File: config.mk
export PLATFORM = sky130hd
export DESIGN_NAME = canny_frame_sequencer
export DESIGN_NICKNAME = d
export VERILOG_FILES = /design/src/rtl/canny_frame_sequencer.sv
export SDC_FILE = /design/constraint.sdc
export NUM_CORES = 1
export LEC_CHECK = 0
export CAP_MARGIN = 20
export CORE_MARGIN = 1.5
export CORE_UTILIZATION = 40
export CTS_CLUSTER_DIAMETER = 120
export DETAILED_ROUTE_END_ITERATION = 10
export GPL_ROUTABILITY_DRIVEN = 0
export GPL_TIMING_DRIVEN = 1
export PLACE_DENSITY = 0.68
export SLEW_MARGIN = 10
export SYNTH_ARGS = -nofsm -noshare
export SYNTH_HDL_FRONTEND = slang
export SYNTH_SLANG_ARGS = --single-unit
File: constraint.sdc
create_clock -name clk -period 1.8 [get_ports clk]
set_input_delay 0.27 -clock clk [delete_from_list [all_inputs] [get_ports clk]]
set_output_delay 0.27 -clock clk [all_outputs]
set_load 0.05 [all_outputs]
File: src/rtl/canny_frame_sequencer.sv
// Frame sequencer for a Canny edge pipeline: raster-order image reads,
// pad-pixel flush, beat counting, completion and error reporting.
module canny_frame_sequencer #(
    parameter int unsigned IMG_W   = 512,
    parameter int unsigned IMG_H   = 512,
    parameter int unsigned PAD_MAX = 2048,
    parameter int unsigned AW      = 18
) (
    input  logic          clk,
    input  logic          rstN,
    input  logic          start,
    input  logic          abort,
    input  logic          hold,
    output logic          mem_rd_en,
    output logic [AW-1:0] mem_addr,
    input  logic [7:0]    mem_rd_data,
    output logic [7:0]    pixel_in,
    output logic          pixel_in_valid,
    input  logic          edge_out_valid,
    output logic          busy,
    output logic          done,
    output logic          timeout_err,
    output logic          overrun_err,
    output logic [AW-1:0] out_count
);

    localparam int unsigned N  = IMG_W * IMG_H;
    localparam int unsigned FW = $clog2(PAD_MAX + 1);

    typedef enum logic [2:0] {
        S_IDLE,
        S_FEED,
        S_FLUSH,
        S_DONE,
        S_ERR
    } state_e;

    state_e        state_q, state_d;
    logic [AW-1:0] rd_addr_q, rd_addr_d;
    logic [AW-1:0] out_count_q, out_count_d;
    logic [FW-1:0] flush_cnt_q, flush_cnt_d;
    logic          timeout_q, timeout_d;
    logic          overrun_q, overrun_d;
    logic          rd_pend_q, rd_pend_d;
    logic [7:0]    pix_q, pix_d;
    logic          pix_vld_q, pix_vld_d;
    logic          busy_q, busy_d;
    logic          done_q, done_d;
    logic          rd_fire;
    logic          count_hit;
    logic          busy_now;

    // Next-state, counters, error flags and registered output values
    always_comb begin
        state_d     = state_q;
        rd_addr_d   = rd_addr_q;
        out_count_d = out_count_q;
        flush_cnt_d = flush_cnt_q;
        timeout_d   = timeout_q;
        overrun_d   = overrun_q;
        rd_fire     = 1'b0;
        count_hit   = 1'b0;
        busy_now    = (state_q == S_FEED) || (state_q == S_FLUSH);

        // Tail beats count only while streaming and below a full frame
        if (edge_out_valid) begin
            if (busy_now && (out_count_q != AW'(N))) begin
                out_count_d = out_count_q + AW'(1);
                count_hit   = (out_count_q == AW'(N - 1));
            end else begin
                overrun_d = 1'b1;
            end
        end

        if (abort) begin
            state_d   = S_IDLE;
            rd_addr_d = '0;
        end else begin
            case (state_q)
                S_IDLE, S_ERR: begin
                    if (start) begin
                        state_d     = S_FEED;
                        rd_addr_d   = '0;
                        out_count_d = '0;
                        flush_cnt_d = '0;
                        timeout_d   = 1'b0;
                        overrun_d   = 1'b0;
                    end
                end
                S_FEED: begin
                    if (!hold) begin
                        rd_fire   = 1'b1;
                        rd_addr_d = rd_addr_q + AW'(1);
                        if (rd_addr_q == AW'(N - 1)) begin
                            state_d = S_FLUSH;
                        end
                    end
                    // Completion outranks the final-read transition
                    if (count_hit) begin
                        state_d = S_DONE;
                    end
                end
                S_FLUSH: begin
                    flush_cnt_d = flush_cnt_q + FW'(1);
                    if (count_hit) begin
                        state_d = S_DONE;
                    end else if (flush_cnt_q == FW'(PAD_MAX - 1)) begin
                        state_d   = S_ERR;
                        timeout_d = 1'b1;
                    end
                end
                S_DONE: begin
                    state_d = S_IDLE;
                end
                default: begin
                    state_d = S_IDLE;
                end
            endcase
        end

        busy_d    = (state_d == S_FEED) || (state_d == S_FLUSH);
        done_d    = (state_d == S_DONE);
        rd_pend_d = rd_fire;
        // Image data has priority over pads; nothing leaves once streaming ends
        pix_vld_d = busy_d && (rd_pend_q || (state_d == S_FLUSH));
        pix_d     = (busy_d && rd_pend_q) ? mem_rd_data : 8'd0;
    end

    // State and datapath registers with synchronous active-low reset
    always_ff @(posedge clk) begin
        if (!rstN) begin
            state_q     <= S_IDLE;
            rd_addr_q   <= '0;
            out_count_q <= '0;
            flush_cnt_q <= '0;
            timeout_q   <= 1'b0;
            overrun_q   <= 1'b0;
            rd_pend_q   <= 1'b0;
            pix_q       <= 8'd0;
            pix_vld_q   <= 1'b0;
            busy_q      <= 1'b0;
            done_q      <= 1'b0;
        end else begin
            state_q     <= state_d;
            rd_addr_q   <= rd_addr_d;
            out_count_q <= out_count_d;
            flush_cnt_q <= flush_cnt_d;
            timeout_q   <= timeout_d;
            overrun_q   <= overrun_d;
            rd_pend_q   <= rd_pend_d;
            pix_q       <= pix_d;
            pix_vld_q   <= pix_vld_d;
            busy_q      <= busy_d;
            done_q      <= done_d;
        end
    end

    // Read strobe follows hold in the same cycle; everything else is registered
    assign mem_rd_en      = rd_fire;
    assign mem_addr       = rd_addr_q;
    assign pixel_in       = pix_q;
    assign pixel_in_valid = pix_vld_q;
    assign busy           = busy_q;
    assign done           = done_q;
    assign timeout_err    = timeout_q;
    assign overrun_err    = overrun_q;
    assign out_count      = out_count_q;

endmodule

Word-level counts from Yosys, hierarchy flattened:

Cells that the tools add are included.

* add/sub/neg operators: 3
* equal/unequal tests: 13
* muxes and demuxes: 32
* bitwise operators: 2
* reduce and logical (&&, ||, !) cells: 16

Operators with widths (number)
* 2-to-1 mux 18 bit: 7
* adder 18 x 1 -> 18 bit, second input constant: 2
* == test 18 bit, second input constant: 2
* case mux 18 bit (2 select lines): 1
* case mux 12 bit (2 select lines): 1
* 2-to-1 mux 3 bit: 7
* nonzero test 18 bit: 1
* 2-to-1 mux 1 bit: 13
* adder 12 x 1 -> 12 bit, second input constant: 1
* == test 12 x 11 -> 1 bit, second input constant: 1
* 2-to-1 mux 12 bit: 1
* == test 3 x 2 -> 1 bit, second input constant: 3
* case mux 3 bit (3 select lines): 1
* == test 3 x 1 -> 1 bit, second input constant: 2
* inequality test 2 bit, second input constant: 3
* AND reduction 3 bit: 2
* AND reduction 5 bit: 1
* nonzero test 2 bit: 2
* OR reduction 2 bit: 2
* == test 3 bit, second input constant: 1
* logical AND 1 bit: 3
* zero test 3 bit: 1
* logical OR 1 bit: 3
* inequality test 2 x 1 -> 1 bit, second input constant: 1
* 3 further kinds: 4

* register bits after elaboration: 65
* input port bits: 14
* output and inout bits: 50
* logic and storage cells: 77

Logic depth before layout (Yosys ltp):

Gate-level depths: netlist of run 1.

* depth in word-level cells: 12
* depth in mapped cells: 7
* gate-level depth less buffers: 7

Least setup slack after synthesis of run 1:

No wires, ideal clock.

* kind: reg2reg
* from: register state_q[0]
* to: register rd_pend_q
* setup time: 65 ps
* arrival: 2119 ps
* data required time: 1735 ps
* path slack: -384 ps
* stages on the path, launching flop included: 5
* period minus slack after synthesis: 2184 ps
* path through: dfxtp_1 buf_4 or3b_1 nor3_1 and2_1

* cells in the longest elaborated chain, start to end: 3

RTL lines
* start: declaration: RTL line 38 `state_e state_q, state_d;`
* start signal: assignment: RTL line 144 `state_q <= state_d;`
* == test 3 x 1 -> 1 bit: RTL line 79 `case (state_q)`
* 2-to-1 mux 1 bit: RTL line 79
* 2-to-1 mux 1 bit: RTL line 75 `if (abort) begin`
* via mem_rd_en: RTL line 14 `output logic mem_rd_en,`
* end signal: assignment: RTL line 150 `rd_pend_q <= rd_pend_d;`
* end: declaration: RTL line 44 `logic rd_pend_q, rd_pend_d;`

The timed path passes the listed nets, and every way through them passes these cells.
A chain may end at the register's enable or synchronous reset.

Worst setup path in the final report of run 1:

* from: register state_q[0]
* to: output mem_rd_en

* cells in the longest elaborated chain, start to end: 3

RTL lines (RTL line)
* == test 3 x 1 -> 1 bit: 79
* 2-to-1 mux 1 bit: 79
* 2-to-1 mux 1 bit: 75
* end: declaration: 14

No other way between the ends.

==> impl_metrics.tcl, run 1 <==
set metrics [dict create \
    setup_viol 1 \
    yosysSeqAreaShare 0.4346 \
    cts_hold_buf 0 \
    cts-root-buf "clkbuf_8" \
    power.internal_mw 2.050 \
    clock_skew_ns 0.01024 \
    hold_path.class "input port to flip-flop" \
    clk_path_buf_depth 2 \
    cts.reportedPaths.clkPinSlew_ns 0.07 \
    die_h_um 89.52 \
    placed_area_um2 4008 \
    cp_max_fo 3 \
    numPortBuffers 63 \
    cellLeakagePower_nw 1.850 \
    cellPowerDensity_nw_per_um2 621.9 \
    yosysMostFrequentCell "dfxtp_1" \
    clkLatencyLatePin_ns 0.35 \
    switchingPower_mw 0.6552 \
    max_freq_ghz 0.5484 \
    multi_input_area_um2 1732 \
    relSlewSlack 0.6536 \
    die_w_um 89.52 \
    cts_sinks 65 \
    critical_path_class "flip-flop to primary output" \
    yosysWarnings 0 \
    combPwrFrac 0.070 \
    power_mw 2.705 \
    drv_cap 0 \
    wire_per_inst_um 13.59 \
    fillCellCount 640 \
    die_area_um2 8013 \
    synth_top_cell_by_area "dfxtp_1" \
    grt_pass1_vias 2539 \
    hold_depth 4 \
    final_nets 463 \
    dp_hpwl_mm 5.094 \
    grt_pass1_wl_mm 11.39 \
    fin_setup_tns_ns -0.02334 \
    status "complete, but fails checks" \
    io_pins 64 \
    final-seq-area_um2 1363 \
    layout-drive-gt1-share 0.3007 \
    hold_viol_final 0 \
    power.clock.fraction 0.400 \
    cp_top_family "simple AND/OR/NAND/NOR gates" \
    synth_common_cells "65 x dfxtp_1, 50 x nor2_1, 30 x nand2_1, 30 x xor2_1, 19 x nand3_1" \
    overflow 0 \
    syn_to_final_growth_pct 45.26 \
    antenna_found_initial 0 \
    syn-num-nets 360 \
    reg2reg_depth 4 \
    path_cells "buf_6 -> or3b_4 -> nor3_4 -> buf_12" \
    tightest_slew_ns 0.5188 \
    wirelength_mm 7.450 \
    synth_ff_type "dfxtp_1" \
    start_kind "flip-flop" \
    num_vias 2800 \
    rsz0062_at_grt "yes" \
    utilization 0.5996 \
    critPathBufInv 2 \
    ctsHtreeMaxLevel 3 \
    synth_cells 342 \
    stdcell_area_um2 4349 \
    initial_core_util 0.4128 \
    cts_buffers 9 \
    synthesis.area_um2 2994 \
    crit_required_ns 1.53 \
    synth_top_area_frac 0.4346 \
    drt_iter0_markers 110 \
    cpPeakStageDelay_ns 0.40 \
    drc 0 \
    synth.area.top_cells "dfxtp_1 43%, xor2_1 8.8%, nor2_1 6.3%, nand2_1 3.8%, nand4_1 3.6%" \
    arrival_ns 1.55 \
    antenna_cells 0 \
    dr.pass1.iters 4 \
    p_sw_frac 0.2422 \
    synth_cell_types 49 \
    viasPerCell 5.109 \
    power_frac_seq 0.530 \
    cp_num_cells 4 \
    grt_usage 0.1842 \
    period_needed_ns 1.823 \
    synth-seq-cells 65 \
    ant_nets 0 \
    preCtsSetupSlack_ns -0.3088 \
    drv_slew 0 \
    fin_crit_sh 1.013 \
    worst_slack_ns -0.02334 \
    irDropWorstVdd_mv 0.3169 \
    slowest_stage "or3b_4" \
    core_um2 7253 \
    grt_max_degree 20 \
    synth-edff-count 0 \
    synthArstFlopShare 0 \
    synth.avg_cell_area_um2 8.755 \
    cts_tree "built" \
    failed_checks "setup timing" \
    end_kind "primary output" \
    rows 31 \
]
-- layout by cell type, fill, tap and decap left out, types with 4 or more instances in the layout --
master	synthesis	routed
dfxtp_2	0	25
nor3_1	17	12
nand4_1	17	17
and2_1	6	6
nand2_1	30	30
dlymetal6s2s_1	0	10
buf_4	2	57
nand3_1	19	19
or3_1	5	5
clkbuf_8	0	10
and4_1	6	6
and3_1	6	6
nand2b_1	5	4
a21oi_1	8	8
dfxtp_4	0	8
nor2b_1	4	4
dlygate4sd2_1	0	10
o21ai_0	6	5
xnor2_1	11	10
dfxtp_1	65	32
nor3_2	3	7
clkdlybuf4s50_1	0	26
nor2_1	50	48
xor2_1	30	30
-- area by class of cell --
type / instances / area share
sequential: 65 / 0.3133
multi-input combinational: 260 / 0.3982
inverter: 3 / 0.003740
timing repair buffer: 106 / 0.2189
tap: 99 / 0.02848
clock buffer: 12 / 0.03337
clock inverter: 3 / 0.004028
-- worst min-delay path: stages --
cell and delay, ns:
dlymetal6s2s_1 0.13, buf_4 0.15, nor3_4 0.05, and2_1 0.15
-- flip-flops by register name, summed over array words and instances (netlist names) --
register and count:
rd_pend_q 1, out_count 18, state_q 3, overrun_err 1, timeout_err 1, pixel_in_valid 1, mem_addr 18, flush_cnt_q 12
pixel_in 8, done 1, busy 1
-- metrics by stage --
stage                     hold slack [ns]  std cells
after global routing               0.4580        548
after floorplan                    0.3883        342
after global placement             0.4546        528
after CTS                          0.4490        544
final                              0.4454        548
after detailed placement           0.4634        528
-- final timing paths --
check         startpoint          end  slack [ns]
min reg2reg  overrun_err  overrun_err        0.47
min                 hold    rd_pend_q        0.45
max           state_q[0]    mem_rd_en       -0.02
max reg2reg   state_q[2]  mem_addr[5]        0.05
-- routing by layer --
layer  track usage  share of wire  wire length [µm]  up-vias
met2        0.2919           0.47              3485       61
met1        0.2390           0.46              3448     1325
li1              -              -                 -     1405
met3       0.03970          0.054               399        9
met4       0.08671          0.016               116        0
met5             0              0                 0        -
-- power by group through the flow --
stage / registers, mW / logic (mW) / clock network (mW)
detailed placement: 1.47 / 0.174 / 0
finish: 1.43 / 0.188 / 1.08
global route: 1.43 / 0.202 / 1.17
global placement: 1.47 / 0.174 / 0
CTS: 1.43 / 0.180 / 1.11
floorplan: 1.48 / 0.0726 / 0
-- repair_timing --
item                                    in CTS  in global routing
setup buffers                                1                  4
resized for setup                           16                 33
pin swaps                                    2                  9
endpoints found under the setup margin      13                 38
-- cells by family after synthesis --
kind of cell	count (synthesis)	share of synthesized area
xor+xnor	41	0.1199
compound gates	30	0.07146
fa+ha+maj	4	0.01672
flops	65	0.4346
simple gates	183	0.3239
mux	2	0.006686
buf+inv	17	0.02674
No activity file was read; power rests on OpenSTA's default activity.
==> run 2: changes to the inputs <==
Settings changed: CORE_MARGIN 1.5 to not set.
==> run 2 against run 1 <==
Compared with the run above:
- the run ends with DRC, setup timing left
- cell count is 0.91% higher
- non-clock buffer count is 4 higher
- wire length is 0.17% lower
- worst hold slack better by 0.014 ns
- via count is 0.71% higher
- utilization is 1.5 points higher
==> impl_metrics.tcl, run 2 (synthesized netlist as in run 1, its figures left out) <==
set metrics [dict create \
    power_frac_seq 0.499 \
    failed_checks "DRC, setup timing" \
    max_freq_ghz 0.5485 \
    relSlewSlack 0.6602 \
    numPortBuffers 63 \
    switchingPower_mw 0.6447 \
    use_met2 0.3126 \
    die_h_um 88.52 \
    cts_tree "built" \
    grt_pass1_vias 2555 \
    arrival_ns 1.55 \
    rows 31 \
    critical_path_class "flip-flop to primary output" \
    period_needed_ns 1.823 \
    grt-busiest-layer "met2" \
    clkLatencyLatePin_ns 0.34 \
    grt_pass1_wl_mm 11.76 \
    cp_top_family "simple AND/OR/NAND/NOR gates" \
    power_mw 2.876 \
    power.clock.fraction 0.434 \
    critPathBufInv 2 \
    grtUsageMet1 0.2572 \
    start_kind "flip-flop" \
    cpPeakStageDelay_ns 0.40 \
    p_sw_frac 0.2242 \
    layout_common_cells "59 x buf_4, 47 x nor2_1, 31 x dfxtp_1" \
    path_cells "buf_6 -> or3b_4 -> nor3_4 -> buf_12" \
    core_um2 7253 \
    fin_crit_sh 1.013 \
    hold_viol_final 0 \
    final_common_cell "buf_4" \
    cts-root-buf "clkbuf_8" \
    dp_hpwl_mm 5.178 \
    cts.reportedPaths.clkPinSlew_ns 0.07 \
    clk_path_buf_depth 2 \
    rsz0062_at_grt "yes" \
    end_kind "primary output" \
    status "complete, but fails checks" \
    wire_per_inst_um 13.45 \
    grt_usage 0.1958 \
    final_nets 468 \
    dr.pass1.iters 7 \
    cts_buffers 9 \
    ctsHtreeMaxLevel 3 \
    grt_max_degree 20 \
    clock_skew_ns 0.006241 \
    drc 2 \
    worst_slack_ns -0.02314 \
    overflow 0 \
    setup_viol 1 \
    drt_iter0_markers 175 \
    irDropWorstVdd_mv 0.4666 \
    whs_ns 0.4591 \
    antenna_cells 0 \
    die_w_um 88.52 \
    viasPerCell 5.099 \
    io_pins 64 \
    drv_slew 0 \
    cts_sinks 65 \
    slowest_stage "or3b_4" \
    use_met3 0.04851 \
    tightest_slew_ns 0.5082 \
    fillCellCount 639 \
    cellPowerDensity_nw_per_um2 645.2 \
    crit_required_ns 1.53 \
    initial_core_util 0.4128 \
    cellLeakagePower_nw 1.956 \
    syn_to_final_growth_pct 48.85 \
    wirelength_mm 7.437 \
    power.internal_mw 2.231 \
    ant_nets 0 \
    combPwrFrac 0.067 \
    hold_path.class "input port to flip-flop" \
    cp_max_fo 6 \
    drv_cap 0 \
    die_area_um2 7835 \
    antenna_found_initial 0 \
    layout-drive-gt1-share 0.3194 \
    num_vias 2820 \
]
-- run 2: changes by cell type in the layout (fill, tap and decap cells not counted), moves of 2 or more --
cell / delta
dlygate4sd2_1: -2
dfxtp_2: +2
buf_4: +2
nor3_2: +2
dlymetal6s2s_1: +3
nor3_1: -2
-- run 2: power by group through the flow --
stage / Sequential, mW / Clock (mW) / Combinational [mW]
after detailed placement: 1.47 / 0 / 0.176
final: 1.44 / 1.25 / 0.193
after floorplan: 1.48 / 0 / 0.0726
after global routing: 1.43 / 1.34 / 0.208
after CTS: 1.44 / 1.27 / 0.185
after global placement: 1.47 / 0 / 0.176
-- run 2: worst min-delay path, cell delays in order --
cell and delay, ns:
clkdlybuf4s50_1 0.40, nand2_1 0.06, nor3_1 0.03
-- run 2: layer usage --
metal  routed length, µm  share of wire
met1                3517           0.47
met3                 345          0.046
met5                   0              0
met4                  97          0.013
met2                3476           0.47
-- run 2: per-stage QoR --
step                      worst slack [ns]  cell area (µm²)  utilization  cells  setup TNS (ns)
final                             -0.02314             4457       0.6145    553        -0.02314
after global routing               -0.1429             4457       0.6145    553         -0.8665
after CTS                         -0.07717             4304       0.5934    551         -0.1334
after detailed placement           -0.3455             4033       0.5560    531          -6.068
after global placement             -0.3345             4033       0.5560    531          -5.542
after floorplan                   0.004156             3054            -    342               0
-- run 2: path summary, 6_finish.rpt --
path,start,to,slack [ns],cells past startpoint
max,state_q[2],mem_rd_en,-0.02,4
min,mem_rd_data[1],pixel_in[1],0.46,3
max reg2reg,out_count[9],state_q[1],0.01,5
min reg2reg,overrun_err,overrun_err,0.48,2
-- run 2: layout make-up --
cell class	count	area, µm²	area share
Tap cell	99	123.9	0.02779
Clock inverter	3	40.04	0.008984
Sequential cell	65	1361	0.3054
Inverter	3	13.76	0.003088
Multi-Input combinational cell	261	1764	0.3958
Clock buffer	12	155.1	0.03481
Timing Repair Buffer	110	998.5	0.2240
-- run 2: timing repair --
item | in CTS | in global routing
setup buffers | 6 | 1
pin swaps | 3 | 9
endpoints found under the setup margin | 12 | 39
gates resized for setup | 21 | 35
hold buffers | 0 | 0
cloned | 0 | 1
==> run 3: changes to the inputs <==
Settings changed: CORE_ASPECT_RATIO set to 0.5, SLEW_MARGIN 10 to not set.
==> run 3 against run 2 <==
Compared with the run above:
- the flow now finishes without violations
- first-iteration DRC count decreased by 14%
- die area up 0.27%
- clock-buffer cell count rose by 1
- worst hold slack better by 0.020 ns
- critical path type unchanged
- largest power group is now clock
==> impl_metrics.tcl, run 3 (synthesized netlist as in run 1, its figures left out) <==
set metrics [dict create \
    crit_required_ns 1.53 \
    power.internal_mw 2.752 \
    syn_to_final_growth_pct 50.06 \
    utilization 0.6453 \
    grt_pass1_wl_mm 12.44 \
    end_kind "primary output" \
    combPwrFrac 0.053 \
    drc 0 \
    slowest_stage "clkdlybuf4s50_1" \
    grt_pass1_vias 2701 \
    ant_nets 0 \
    cpPeakStageDelay_ns 0.81 \
    hold_path.class "input port to flip-flop" \
    rr_startpoint "out_count[1]" \
    viasPerCell 5.148 \
    critPathBufInv 1 \
    arrival_ns 1.51 \
    critical_path_class "flip-flop to primary output" \
    preCtsSetupSlack_ns -0.3535 \
    whs_ns 0.4793 \
    cts-root-buf "clkbuf_16" \
    antenna_found_initial 0 \
    overflow 0 \
    cp_max_fo 4 \
    irDropWorstVdd_mv 0.5864 \
    status "finished, final reports clean" \
    hold_viol_final 0 \
    period_needed_ns 1.776 \
    cts_sinks 65 \
    grt_usage 0.1959 \
    cp_top_family "buffers and inverters" \
    start_kind "flip-flop" \
    cts.reportedPaths.clkPinSlew_ns 0.05 \
    hold_end "pixel_in[5]" \
    power.clock.fraction 0.533 \
    numPortBuffers 63 \
    die_area_um2 7856 \
    tightest_slew_ns 0.5137 \
    final_common_cell "buf_4" \
    power_frac_seq 0.414 \
    dr.pass1.iters 4 \
    reg2reg_depth 8 \
    clk_path_buf_depth 2 \
    drv_cap 0 \
    final_cells 542 \
    reg2reg_slack_ns 0.04 \
    drt_iter0_markers 150 \
    max_freq_ghz 0.5630 \
    die_w_um 124.4 \
    rows 21 \
    cellPowerDensity_nw_per_um2 772.8 \
    path_cells "clkdlybuf4s50_1" \
    power_mw 3.472 \
    min_from "mem_rd_data[5]" \
    placed_area_um2 3979 \
    regToRegEndpoint "out_count[1]" \
    stdcell_area_um2 4493 \
    cts_tree "built" \
    cts_hold_buf 0 \
    fillCellCount 560 \
    p_sw_frac 0.2074 \
    wire_per_inst_um 14.15 \
    worst_slack_ns 0.02390 \
    relSlewSlack 0.6565 \
    fin_setup_tns_ns 0 \
    die_h_um 63.18 \
    antenna_cells 0 \
    grt_max_degree 30 \
    initial_core_util 0.4300 \
    num_vias 2790 \
    fin_crit_sh 0.9867 \
    cts_buffers 9 \
    setup_viol 0 \
    clock_skew_ns 0.005712 \
    wirelength_mm 7.671 \
    layout-drive-gt1-share 0.3133 \
    drv_slew 0 \
    layout_common_cells "62 x buf_4, 49 x nor2_1, 39 x clkdlybuf4s50_1" \
    ctsHtreeMaxLevel 3 \
    io_pins 64 \
    switchingPower_mw 0.7200 \
    rsz0062_at_grt "yes" \
    cellLeakagePower_nw 1.769 \
    clkLatencyLatePin_ns 0.33 \
    dp_cells 521 \
    dp_hpwl_mm 5.310 \
    core_um2 6963 \
    final_nets 463 \
    hold_depth 3 \
]
run 3: layer usage:
layer | global-route usage | vias to the layer above | share of wire
met3 | 0.05353 | 8 | 0.032
met5 | 0 | - | 0
met2 | 0.3419 | 42 | 0.49
met4 | 0.05723 | 0 | 0.011
met1 | 0.2368 | 1339 | 0.46
li1 | - | 1401 | -
run 3: power groups by stage:
| stage | combinational, mW | sequential [mW] | clock (mW) |
|---|---|---|---|
| 2_1_floorplan | 0.0726 | 1.48 | 0 |
| 3_3_place_gp | 0.166 | 1.47 | 0 |
| 3_5_place_dp | 0.168 | 1.47 | 0 |
| 4_1_cts | 0.173 | 1.44 | 1.88 |
| 5_1_grt | 0.197 | 1.44 | 1.96 |
| 6_report | 0.184 | 1.44 | 1.85 |
run 3: cell type report:
class / count / area, µm² / share of cell area
clock buffer: 13 / 281.5 / 0.06266
inverter: 3 / 16.27 / 0.003620
timing repair buffer: 106 / 922.1 / 0.2052
tap: 92 / 115.1 / 0.02562
clock inverter: 3 / 43.79 / 0.009747
multi-input combinational: 260 / 1752 / 0.3899
sequential: 65 / 1363 / 0.3033
run 3: what timing repair did:
| action | CTS | global route |
|---|---|---|
| pin swaps | 2 | 9 |
| gates resized for setup | 9 | 27 |
| buffers inserted | 1 | 4 |
| gates cloned | 0 | 0 |
| setup endpoints to repair | 9 | 29 |
run 3: worst max path at each step:
stage,startpoint,to,cells past startpoint
final,out_count[0],out_count[0],1
after floorplan,out_count[14],state_q[1],5
after global routing,out_count[1],out_count[1],8
after detailed placement,hold,mem_addr[5],6
after CTS,out_count[4],out_count[4],1
after global placement,hold,mem_addr[15],6
